### src/rtl/xbar_req_router_if.sv
// Request-side bundle for xbar_req_router.
//   master modport : the environment around the router (bus master, slaves, tag sequencer);
//                    drives m_req_i/m_we_i/m_addr_bi/m_wdata_bi, s_ack_i, tag_fifo_full.
//   slave modport  : the router itself; drives m_ack_o/m_err_o, s_req_o/s_we_o/s_addr_bo/
//                    s_wdata_bo, tag_fifo_wrreq/tag_fifo_wdata.
// Signal names keep the router's port names so the router's ports are recognisable.
interface xbar_req_router_if #(
  parameter int unsigned DATA_WIDTH = 32,
  parameter int unsigned ADDR_WIDTH = 32,
  parameter int unsigned TAG_WIDTH  = 2
);
  // master side
  logic                  m_req_i;
  logic                  m_we_i;
  logic [ADDR_WIDTH-1:0] m_addr_bi;
  logic [DATA_WIDTH-1:0] m_wdata_bi;
  logic                  m_ack_o;
  logic                  m_err_o;
  // slave side
  logic [3:0]            s_req_o;
  logic [3:0]            s_ack_i;
  logic                  s_we_o;
  logic [ADDR_WIDTH-1:0] s_addr_bo;
  logic [DATA_WIDTH-1:0] s_wdata_bo;
  // reorder-sequencer tag FIFO
  logic                  tag_fifo_full;
  logic                  tag_fifo_wrreq;
  logic [TAG_WIDTH-1:0]  tag_fifo_wdata;

  modport master (
    output m_req_i, m_we_i, m_addr_bi, m_wdata_bi, s_ack_i, tag_fifo_full,
    input  m_ack_o, m_err_o, s_req_o, s_we_o, s_addr_bo, s_wdata_bo,
           tag_fifo_wrreq, tag_fifo_wdata
  );

  modport slave (
    input  m_req_i, m_we_i, m_addr_bi, m_wdata_bi, s_ack_i, tag_fifo_full,
    output m_ack_o, m_err_o, s_req_o, s_we_o, s_addr_bo, s_wdata_bo,
           tag_fifo_wrreq, tag_fifo_wdata
  );
endinterface

### src/rtl/xbar_req_router.sv
// Single-outstanding request router from one master to four slaves.
// A request is captured in IDLE (reads only when the sequencer tag FIFO has room), its
// address/data/direction are held on the shared slave bus, and a one-hot request goes to the
// slave chosen by addr[SEL_LSB+1:SEL_LSB] until that slave acks. Completed reads push the
// slave index into the reorder-sequencer tag FIFO so responses can be returned in order.
//
// Ports:
//   clk_i  : clock, rising edge
//   rst_i  : synchronous active-high reset
//   bus    : xbar_req_router_if.slave -- master handshake, slave bus, tag FIFO push
//
// Optional feature: define ROUTER_TIMEOUT_EN to abort a request that is not acked within
// TIMEOUT_CYCLES WAIT cycles (m_ack_o with m_err_o). Without it m_err_o is tied 0.
module xbar_req_router #(
  parameter int unsigned DATA_WIDTH     = 32,
  parameter int unsigned ADDR_WIDTH     = 32,
  parameter int unsigned TAG_WIDTH      = 2,
  parameter int unsigned SEL_LSB        = 30,
  parameter int unsigned TIMEOUT_CYCLES = 255
) (
  input logic            clk_i,
  input logic            rst_i,
  xbar_req_router_if.slave bus
);

  // Elaboration-time configuration checks.
  if (TAG_WIDTH != 2) begin : gen_bad_tag_width
    $error("xbar_req_router: TAG_WIDTH must be 2");
  end
  if (TIMEOUT_CYCLES < 1 || TIMEOUT_CYCLES > 255) begin : gen_bad_timeout
    $error("xbar_req_router: TIMEOUT_CYCLES must be in 1..255");
  end
  if (SEL_LSB + 2 > ADDR_WIDTH) begin : gen_bad_sel
    $error("xbar_req_router: select field outside address");
  end

  typedef enum logic [0:0] {StIdle, StWait} state_e;

  state_e                state_q, state_d;
  logic                  we_q, we_d;
  logic [ADDR_WIDTH-1:0] addr_q, addr_d;
  logic [DATA_WIDTH-1:0] wdata_q, wdata_d;
  logic [1:0]            sel_q, sel_d;

  logic                  capture;
  logic                  ack_sel;
  logic                  timeout;
  logic                  m_ack;
  logic                  m_err;
  logic                  tag_push;
  logic [3:0]            s_req;

  // Only the selected slave's ack counts; the others are don't-care.
  assign ack_sel = bus.s_ack_i[sel_q];

`ifdef ROUTER_TIMEOUT_EN
  localparam logic [7:0] TimeoutLast = 8'(TIMEOUT_CYCLES - 1);

  logic [7:0] cnt_q, cnt_d;

  // cnt_q counts completed ack-less WAIT cycles, so the Nth WAIT cycle sees N-1.
  assign timeout = (state_q == StWait) && (cnt_q == TimeoutLast);

  always_comb begin
    cnt_d = cnt_q;
    if (capture) begin
      cnt_d = 8'd0;
    end else if (state_q == StWait && !ack_sel) begin
      cnt_d = cnt_q + 8'd1;
    end
  end

  always_ff @(posedge clk_i) begin
    if (rst_i) begin
      cnt_q <= 8'd0;
    end else begin
      cnt_q <= cnt_d;
    end
  end
`else
  assign timeout = 1'b0;
`endif

  // Next-state and decoded outputs.
  always_comb begin
    state_d  = state_q;
    we_d     = we_q;
    addr_d   = addr_q;
    wdata_d  = wdata_q;
    sel_d    = sel_q;
    capture  = 1'b0;
    m_ack    = 1'b0;
    m_err    = 1'b0;
    tag_push = 1'b0;
    s_req    = 4'b0000;

    unique case (state_q)
      StIdle: begin
        // Full check happens only here: with one request outstanding and a pop-only
        // sequencer, a slot reserved now is still free at the later push.
        if (bus.m_req_i && (bus.m_we_i || !bus.tag_fifo_full)) begin
          capture = 1'b1;
          we_d    = bus.m_we_i;
          addr_d  = bus.m_addr_bi;
          wdata_d = bus.m_wdata_bi;
          sel_d   = bus.m_addr_bi[SEL_LSB +: 2];
          state_d = StWait;
        end
      end
      StWait: begin
        unique case (sel_q)
          2'd0: s_req = 4'b0001;
          2'd1: s_req = 4'b0010;
          2'd2: s_req = 4'b0100;
          2'd3: s_req = 4'b1000;
          default: s_req = 4'b0000;
        endcase
        if (ack_sel) begin
          // An ack in the timeout cycle wins: normal completion.
          m_ack    = 1'b1;
          tag_push = !we_q;
          state_d  = StIdle;
        end else if (timeout) begin
          m_ack   = 1'b1;
          m_err   = 1'b1;
          state_d = StIdle;
        end
      end
      default: state_d = StIdle;
    endcase
  end

  always_ff @(posedge clk_i) begin
    if (rst_i) begin
      state_q <= StIdle;
      we_q    <= 1'b0;
      addr_q  <= '0;
      wdata_q <= '0;
      sel_q   <= 2'd0;
    end else begin
      state_q <= state_d;
      we_q    <= we_d;
      addr_q  <= addr_d;
      wdata_q <= wdata_d;
      sel_q   <= sel_d;
    end
  end

  assign bus.m_ack_o        = m_ack;
  assign bus.m_err_o        = m_err;
  assign bus.s_req_o        = s_req;
  assign bus.s_we_o         = we_q;
  assign bus.s_addr_bo      = addr_q;
  assign bus.s_wdata_bo     = wdata_q;
  assign bus.tag_fifo_wrreq = tag_push;
  // Tag is the registered select; it stays stable whether or not a push is happening.
  assign bus.tag_fifo_wdata = TAG_WIDTH'(sel_q);

  // Structural invariants.
  a_req_onehot : assert property (@(posedge clk_i) disable iff (rst_i) $onehot0(s_req));
  a_push_read  : assert property (@(posedge clk_i) disable iff (rst_i)
                                  tag_push |-> (m_ack && !m_err && !we_q));
  a_err_ack    : assert property (@(posedge clk_i) disable iff (rst_i) m_err |-> m_ack);

endmodule

### src/flat_wrapper.sv
// flat-port wrapper written by rule: the top's interface ports become plain ports
module xbar_req_router_flat 
#(
  parameter int unsigned DATA_WIDTH     = 32,
  parameter int unsigned ADDR_WIDTH     = 32,
  parameter int unsigned TAG_WIDTH      = 2,
  parameter int unsigned SEL_LSB        = 30,
  parameter int unsigned TIMEOUT_CYCLES = 255
)
  (clk_i, rst_i, bus_m_req_i, bus_m_we_i, bus_m_addr_bi, bus_m_wdata_bi, bus_s_ack_i, bus_tag_fifo_full, bus_m_ack_o, bus_m_err_o, bus_s_req_o, bus_s_we_o, bus_s_addr_bo, bus_s_wdata_bo, bus_tag_fifo_wrreq, bus_tag_fifo_wdata);
  xbar_req_router_if #(.DATA_WIDTH(DATA_WIDTH), .ADDR_WIDTH(ADDR_WIDTH), .TAG_WIDTH(TAG_WIDTH)) bus_i ();
  input logic clk_i;
  input logic rst_i;
  input wire logic [$bits(bus_i.m_req_i)-1:0] bus_m_req_i;
  input wire logic [$bits(bus_i.m_we_i)-1:0] bus_m_we_i;
  input wire logic [$bits(bus_i.m_addr_bi)-1:0] bus_m_addr_bi;
  input wire logic [$bits(bus_i.m_wdata_bi)-1:0] bus_m_wdata_bi;
  input wire logic [$bits(bus_i.s_ack_i)-1:0] bus_s_ack_i;
  input wire logic [$bits(bus_i.tag_fifo_full)-1:0] bus_tag_fifo_full;
  output wire logic [$bits(bus_i.m_ack_o)-1:0] bus_m_ack_o;
  output wire logic [$bits(bus_i.m_err_o)-1:0] bus_m_err_o;
  output wire logic [$bits(bus_i.s_req_o)-1:0] bus_s_req_o;
  output wire logic [$bits(bus_i.s_we_o)-1:0] bus_s_we_o;
  output wire logic [$bits(bus_i.s_addr_bo)-1:0] bus_s_addr_bo;
  output wire logic [$bits(bus_i.s_wdata_bo)-1:0] bus_s_wdata_bo;
  output wire logic [$bits(bus_i.tag_fifo_wrreq)-1:0] bus_tag_fifo_wrreq;
  output wire logic [$bits(bus_i.tag_fifo_wdata)-1:0] bus_tag_fifo_wdata;
  assign bus_i.m_req_i = bus_m_req_i;
  assign bus_i.m_we_i = bus_m_we_i;
  assign bus_i.m_addr_bi = bus_m_addr_bi;
  assign bus_i.m_wdata_bi = bus_m_wdata_bi;
  assign bus_i.s_ack_i = bus_s_ack_i;
  assign bus_i.tag_fifo_full = bus_tag_fifo_full;
  assign bus_m_ack_o = bus_i.m_ack_o;
  assign bus_m_err_o = bus_i.m_err_o;
  assign bus_s_req_o = bus_i.s_req_o;
  assign bus_s_we_o = bus_i.s_we_o;
  assign bus_s_addr_bo = bus_i.s_addr_bo;
  assign bus_s_wdata_bo = bus_i.s_wdata_bo;
  assign bus_tag_fifo_wrreq = bus_i.tag_fifo_wrreq;
  assign bus_tag_fifo_wdata = bus_i.tag_fifo_wdata;
  xbar_req_router #(.DATA_WIDTH(DATA_WIDTH), .ADDR_WIDTH(ADDR_WIDTH), .TAG_WIDTH(TAG_WIDTH), .SEL_LSB(SEL_LSB), .TIMEOUT_CYCLES(TIMEOUT_CYCLES)) u_core (.clk_i(clk_i), .rst_i(rst_i), .bus(bus_i));
endmodule
### config.mk
export PLATFORM = sky130hd
export DESIGN_NAME = xbar_req_router_flat
export DESIGN_NICKNAME = d
export VERILOG_FILES = /design/src/rtl/xbar_req_router_if.sv /design/src/rtl/xbar_req_router.sv /design/src/flat_wrapper.sv
export SDC_FILE = /design/constraint.sdc
export NUM_CORES = 1
export LEC_CHECK = 0
export ABC_AREA = 1
export BUFFER_PORTS_ARGS = -buffer_cell sky130_fd_sc_hd__buf_2
export CAP_MARGIN = 40
export CORE_MARGIN = 10
export CORE_UTILIZATION = 47
export CTS_CLUSTER_SIZE = 10
export DETAILED_ROUTE_END_ITERATION = 12
export PLACE_DENSITY = 0.84
export SYNTH_ARGS = -nofsm -noshare
export SYNTH_HDL_FRONTEND = slang
export SYNTH_SLANG_ARGS = --single-unit
### constraint.sdc
create_clock -name clk_i -period 2.7 [get_ports clk_i]
set_input_delay 0.54 -clock clk_i [delete_from_list [all_inputs] [get_ports clk_i]]
set_output_delay 0.54 -clock clk_i [all_outputs]
set_load 0.1 [all_outputs]
==> results of run 1 <==
[routing by layer]
metal  part of all wire  global-route usage  wire length (um)
met1               0.40              0.1891              3341
met2               0.48              0.2830              4036
met3               0.12             0.09662              1000
met4             0.0085             0.04988                72
met5                  0                   0                 0
[worst register-to-register path: cells and delay by family (launching register included)]
kind / cells / cell delay [ns]
compound gates: 1 / 0.18
buf+inv: 2 / 0.98
simple gates: 1 / 0.16
flops: 1 / 0.33
[state kept, by name, summed over array words and instances (netlist names)]
| register | count |
|---|---|
| u_core.bus.tag_fifo_wdata | 2 |
| u_core.bus.s_we_o | 1 |
| u_core.bus.s_addr_bo | 30 |
| u_core.state_q | 1 |
| u_core.bus.s_wdata_bo | 32 |
[cells by family (layout without fill, tap and decap cells)]
family                 Yosys count  after routing
AOI/OAI and AO/OA               64             64
other                            1              1
DFF                             66             66
buffers and inverters           44            174
and+or+nand+nor                154            154
[path summary, 6_finish.rpt]
path / startpoint / end / slack (ns) / cells past startpoint
worst min register to register: u_core.bus.s_addr_bo[18] / u_core.bus.s_addr_bo[18] / 0.46 / 2
worst max register to register: u_core.state_q / u_core.bus.s_addr_bo[28] / 0.98 / 4
worst min-delay path: bus_m_addr_bi[31] / u_core.bus.tag_fifo_wdata[1] / 0.45 / 3
worst max-delay path: u_core.bus.tag_fifo_wdata[0] / bus_tag_fifo_wrreq / 0.43 / 8
[cell usage in the layout (no fill, tap or decap)]
| cell | synthesis | routed |
|---|---|---|
| nand2_2 | 0 | 1 |
| inv_1 | 5 | 5 |
| a21oi_1 | 64 | 64 |
| nor2_2 | 0 | 1 |
| nor2_1 | 5 | 4 |
| conb_1 | 1 | 1 |
| clkbuf_8 | 0 | 11 |
| dfxtp_2 | 0 | 1 |
| buf_4 | 12 | 7 |
| clkbuf_1 | 7 | 1 |
| nand2_1 | 81 | 80 |
| nand4_1 | 63 | 63 |
| nor3_4 | 0 | 2 |
| nand3_2 | 1 | 1 |
| buf_2 | 13 | 145 |
| clkinv_2 | 0 | 3 |
| dfxtp_1 | 66 | 65 |
| nor3_2 | 0 | 2 |
| buf_12 | 0 | 1 |
| inv_2 | 1 | 1 |
[through the flow]
| step | cells | worst slack (ns) | util | area [sq um] | hold slack, ns |
|---|---|---|---|---|---|
| final | 531 | 0.4346 | 0.6378 | 3512 | 0.4493 |
| after global routing | 531 | 0.2833 | 0.6378 | 3512 | 0.4227 |
| after detailed placement | 516 | 0.7169 | 0.6069 | 3342 | 0.4494 |
| after CTS | 531 | 0.4126 | 0.6378 | 3512 | 0.4298 |
| after global placement | 516 | 0.7509 | 0.6069 | 3342 | 0.4458 |
| after floorplan | 329 | -0.05173 | - | 2693 | 0.4490 |
[power groups by stage]
stage          combinational [mW]  sequential [mW]  clock (mW)
5_1_grt                     0.865             1.07       0.772
3_3_place_gp                0.818             1.09           0
3_5_place_dp                0.827             1.09           0
6_report                    0.824             1.07       0.711
4_1_cts                     0.828             1.07       0.731
2_1_floorplan               0.264             1.51           0
[layout make-up]
cell class              count  share of cell area
clock buffers              12             0.04418
inverters                   6            0.006413
well taps                  72             0.02565
flip-flops and latches     66              0.3766
clock inverters             3            0.004275
multi-input cells         219              0.3156
repair buffers            153              0.2273
==> summary.txt, run 1 <==
Yosys
  • Mapped Area: 2656 sq um
  • Share of the synthesized area in the top cell type: 0.4974
  • Synth async-reset ratio: 0
  • Synth top area cells: dfxtp_1, nand4_1, a21oi_1
  • Commonest cells in the netlist: nand2_1, dfxtp_1, a21oi_1
  • Combinational family with the most area after synthesis: simple AND/OR/NAND/NOR gates
  • Mux share of post-synthesis cell area: 0
  • Net Count, Synth: 402
  • Post-Synth Simple-Gate Area: 0.2812
  • Synth Area in Compound Gates: 0.1206
  • Count of different cell masters after synthesis: 15
  • Predominant post-synthesis flop cell: dfxtp_1
  • Number of synthesized flops with an enable pin: 0
  • Synthesis-stage register bit count: 66
  • Top-count cell post-synth: nand2_1
  • Warnings, synthesis: 0
  • Post-synthesis xor/xnor area fraction: 0
  • Synthesized area per cell: 8.074 sq um
  • Seq/Total Area, Yosys: 0.4974
  • Gate Count Post-Synth: 329
  • Synth area leader: dfxtp_1
  • Synthesized-area fraction occupied by adder cells: 0

CTS
  • Root Buffer: clkbuf_8
  • Clk Latency, worst-skew pair: 0.31 ns
  • Clock sink count: 66
  • CTS tree: yes
  • Number of CTS-inserted buffers: 9
  • Hold-fix buffers, CTS: 0
  • Clock Path Buffers: 2
  • Post-CTS Setup Bufs: 0
  • # resized after CTS: 0
  • Worst-path clk slew: 0.07 ns
  • H-tree depth: 3

Pwr
  • Sequential share of power: 0.410
  • VDD IR max: 0.4661 mV
  • Pwr/cell area: 741.4 nW/um^2
  • Leak: 1.674 nW
  • Internal Power: 1.555 mW
  • Overall power: 2.604 mW
  • Clock share of power: 0.273
  • NetSw: 1.049 mW
  • Sw Ratio: 0.4027
  • Combinational share of power: 0.317

Worst setup path
  • Cell breakdown of the critical path: inv_1, nand2_1, nand2_1, nand2_1, nand2_1, nand2_1, nor2_2, buf_2
  • CP Data Arrival Time: 1.73 ns
  • Largest delay share family, worst path: buffers and inverters
  • Critical path launch point type: register
  • Required time worst endpoint: 2.16 ns
  • WP buf/inv: 2
  • Crit path kind: register to output port
  • CP max stage cell: buf_2
  • Crit-path max FO: 7
  • Slowest Stage Delay on Critical Path: 0.42 ns
  • Crit. End Element: output port
  • Most used cell, CP: nand2_1

Drt
  • Vias: 2,824
  • Router iterations before antenna repair: 4
  • Drt via density: 5.318
  • Final ANT Viol Nets: 0
  • WL final: 8450 um
  • DR DRC count: 0
  • First DRT Iteration DRCs: 148
  • Drt wl/cell: 15.91 um

Global routing
  • Total track usage: 0.1731
  • Largest net degree at the start of global routing: 38
  • First-pass GRT wire length: 12,830 um
  • Initial antenna violation count: 0
  • Vias in the first global route: 2,751
  • Gr ovfl total: 0

STA
  • RSZ-0062 raised after global routing: false
  • Final Setup Violations: 0
  • Setup TNS: 0 ns
  • Final worst clock skew: 0.008265 ns
  • Maximum operating frequency: 441.4 MHz
  • Slew HR: 0.5463
  • Final Cycle Share: 0.8390
  • Fin. Hold Viols: 0
  • Final Slew Violations: 0
  • Min cycle time layout: 2.265 ns
  • Worst slew pin tran: 0.6796 ns

Cells and area
  • Seq. cell area: 1323 sq um
  • Multi-input logic area: 1109 sq um
  • Fin nets: 528
  • # fillers: 483
  • Layout cells sized above 1: 0.3834
  • P&R area growth vs syn: 32.22%
  • Diodes inserted: 0

Die
  • Core area: 5507 sq um
  • Die ar.: 9058 sq um
  • DIE HEIGHT: 95.18 um
  • FP Rows: 27
  • Ports: 147
  • Die width: 95.18 um
  • Starting Density: 0.4824

Placement
  • Post-DP HPWL: 5980 um
  • Final GP Congestion: 0.8361
  • Port Buffers: 145

Run status
  • Status: finished clean

Flow run
  • Max Cap Viol: 0

Hold path
  • Worst hold-check path type: input port to register
Note: power is estimated with default switching activity, not from simulation.
==> inputs of run 2 (changes only) <==
--- a/config.mk
+++ b/config.mk
@@ -9,10 +9,10 @@
 export BUFFER_PORTS_ARGS = -buffer_cell sky130_fd_sc_hd__buf_2
 export CAP_MARGIN = 40
 export CORE_MARGIN = 10
-export CORE_UTILIZATION = 47
+export CORE_UTILIZATION = 44
 export CTS_CLUSTER_SIZE = 10
 export DETAILED_ROUTE_END_ITERATION = 12
-export PLACE_DENSITY = 0.84
+export PLACE_DENSITY = 0.79
 export SYNTH_ARGS = -nofsm -noshare
 export SYNTH_HDL_FRONTEND = slang
 export SYNTH_SLANG_ARGS = --single-unit
==> constraint.sdc (replaced) <==
create_clock -name clk_i -period 2.2 [get_ports clk_i]
set_input_delay 0.44 -clock clk_i [delete_from_list [all_inputs] [get_ports clk_i]]
set_output_delay 0.44 -clock clk_i [all_outputs]
set_load 0.1 [all_outputs]
==> summary.txt, run 2 (synthesized netlist as in run 1, its figures left out) <==
STA
  • Final Cycle Share: 0.9161
  • Setup TNS: 0 ns (unchanged)
  • Slew HR: 0.5672 (+0.02091)
  • Final worst clock skew: 0.004679 ns (-0.003586 ns)
  • Fin. Hold Viols: 0 (unchanged)
  • Min cycle time layout: 2.015 ns
  • Final WS setup: 0.1846 ns (-0.2500 ns)
  • RSZ-0062 raised after global routing: false
  • Final Slew Violations: 0 (unchanged)
  • Final Setup Violations: 0 (unchanged)
  • Maximum operating frequency: 496.2 MHz
  • Worst slew pin tran: 0.6493 ns (-0.03037 ns)

Placement
  • Worst slack at placement: 0.3038 ns (-0.4132 ns)
  • Final GP Congestion: 0.7740 (-7.4%)
  • Port Buffers: 145 (unchanged)
  • Placed insts: 518 (+0.39%)
  • Post-DP HPWL: 5983 um (about the same)

Global routing
  • Total track usage: 0.1640 (-0.009171)
  • GR Layer Usage met1: 0.1890 (about the same)
  • First-pass GRT wire length: 13,450 um (+4.8%)
  • Largest net degree at the start of global routing: 65 (+71%)
  • Vias in the first global route: 2,796 (+1.6%)
  • M2 GR Usage: 0.2606 (-0.02235)
  • Gr ovfl total: 0 (unchanged)
  • Global route hottest layer: met2
  • Initial antenna violation count: 0 (unchanged)
  • Met3 layer usage reported by global route: 0.07610 (-0.02052)

CTS
  • H-tree depth: 3 (unchanged)
  • Clk Latency, worst-skew pair: 0.32 ns (about the same)
  • Clock Path Buffers: 2 (unchanged)
  • Worst-path clk slew: 0.06 ns (about the same)
  • Hold-fix buffers, CTS: 0 (unchanged)
  • CTS tree: yes
  • Number of CTS-inserted buffers: 9 (unchanged)
  • Post-CTS Setup Bufs: 0 (unchanged)
  • Clock sink count: 66 (unchanged)
  • Root Buffer: clkbuf_8

Drt
  • Drt wl/cell: 15.74 um (-1.1%)
  • Router iterations before antenna repair: 4 (unchanged)
  • Vias: 2,839 (+0.53%)
  • Final ANT Viol Nets: 0 (unchanged)
  • WL final: 8390 um (-0.71%)
  • First DRT Iteration DRCs: 132 (-11%)
  • Drt via density: 5.326 (+0.15%)
  • DR DRC count: 0 (unchanged)

Die
  • Ports: 147 (unchanged)
  • DIE HEIGHT: 97.70 um (+2.7%)
  • Die ar.: 9545 sq um (+5.4%)
  • FP Rows: 28 (+3.7%)
  • Core area: 5886 sq um (+6.9%)
  • Die width: 97.70 um (+2.7%)
  • Starting Density: 0.4513 (-0.03107)

Cells and area
  • P&R area growth vs syn: 36.08%
  • Most common cell after layout, fill and taps aside: buf_2
  • Max reg flops: 32 (unchanged)
  • Multi-input logic area: 1126 sq um (+1.6%)
  • Most frequent cells in the layout: buf_2, nand2_1, a21oi_1, dfxtp_1, nand4_1
  • Finished Layout Cells: 533 (+0.38%)
  • Seq. cell area: 1326 sq um (+0.28%)
  • Fin nets: 527 (-0.19%)
  • Post-layout util: 0.6142 (-0.02365)
  • Layout cells sized above 1: 0.3865 (+0.003021)
  • # fillers: 543 (+12%)
  • Diodes inserted: 0 (unchanged)

Run status
  • Status: finished clean

Hold path
  • Worst hold-check path type: input port to register

Pwr
  • Pwr/cell area: 891.8 nW/um^2 (+20%)
  • Leak: 1.687 nW (+0.74%)
  • VDD IR max: 0.5548 mV (+19%)

Worst setup path
  • Crit. End Element: output port
  • Required time worst endpoint: 1.76 ns (-0.40 ns)
  • CP Data Arrival Time: 1.58 ns (-0.15 ns)
  • Crit-path max FO: 7 (unchanged)
  • Crit path kind: register to output port
  • Critical path launch point type: register

Flow run
  • Max Cap Viol: 0 (unchanged)
run 2: power breakdown:
| part | internal [mW] | total, mW | switching (mW) |
|---|---|---|---|
| sequential | 1.27 | 1.31 | 0.0437 |
| combinational | 0.197 | 1.04 | 0.839 |
| clock | 0.459 | 0.875 | 0.416 |
run 2: what timing repair did:
action,in CTS,in global routing
hold endpoints to repair,0,0
gates resized for setup,2,2
setup endpoints to repair,2,2
run 2: final cells by class:
cell class | instances | area share
Sequential cell | 66 | 0.3669
Multi-Input combinational cell | 219 | 0.3115
Timing Repair Buffer | 152 | 0.2413
Clock buffer | 12 | 0.04292
Tap cell | 75 | 0.02596
Inverter | 6 | 0.007269
Clock inverter | 3 | 0.004154
run 2: worst max-delay path, stage by stage, from the launching register on:
cell	delay, ns
dfxtp_4	0.42
clkinvlp_4	0.18
nand2_1	0.10
nand2_1	0.05
nand2_1	0.05
nand2_1	0.06
nand2_1	0.13
inv_1	0.05
buf_4	0.23
run 2: final timing paths:
path / start / endpoint / slack (ns) / depth (start not counted)
hold / removal: bus_m_addr_bi[31] / u_core.bus.tag_fifo_wdata[1] / 0.35 / 3
setup reg to reg: u_core.state_q / u_core.bus.tag_fifo_wdata[0] / 0.59 / 6
setup / recovery: u_core.bus.tag_fifo_wdata[0] / bus_m_ack_o / 0.18 / 8
hold reg to reg: u_core.bus.s_addr_bo[17] / u_core.bus.s_addr_bo[17] / 0.46 / 2
run 2: layer usage:
layer  vias to the layer above  share of wire
met3                        14           0.10
li1                       1395              -
met1                      1302           0.41
met2                       128           0.47
met5                         -              0
met4                         0          0.015
run 2: per-stage QoR:
| stage | hold slack (ns) | power [mW] | cell area, sq um |
|---|---|---|---|
| 5_1_grt | 0.3360 | 3.364 | 3615 |
| 4_1_cts | 0.3369 | 3.252 | 3607 |
| 2_1_floorplan | 0.4490 | 2.183 | 2714 |
| 6_report | 0.3525 | 3.224 | 3615 |
| 3_3_place_gp | 0.4457 | 2.362 | 3432 |
| 3_5_place_dp | 0.4487 | 2.374 | 3432 |
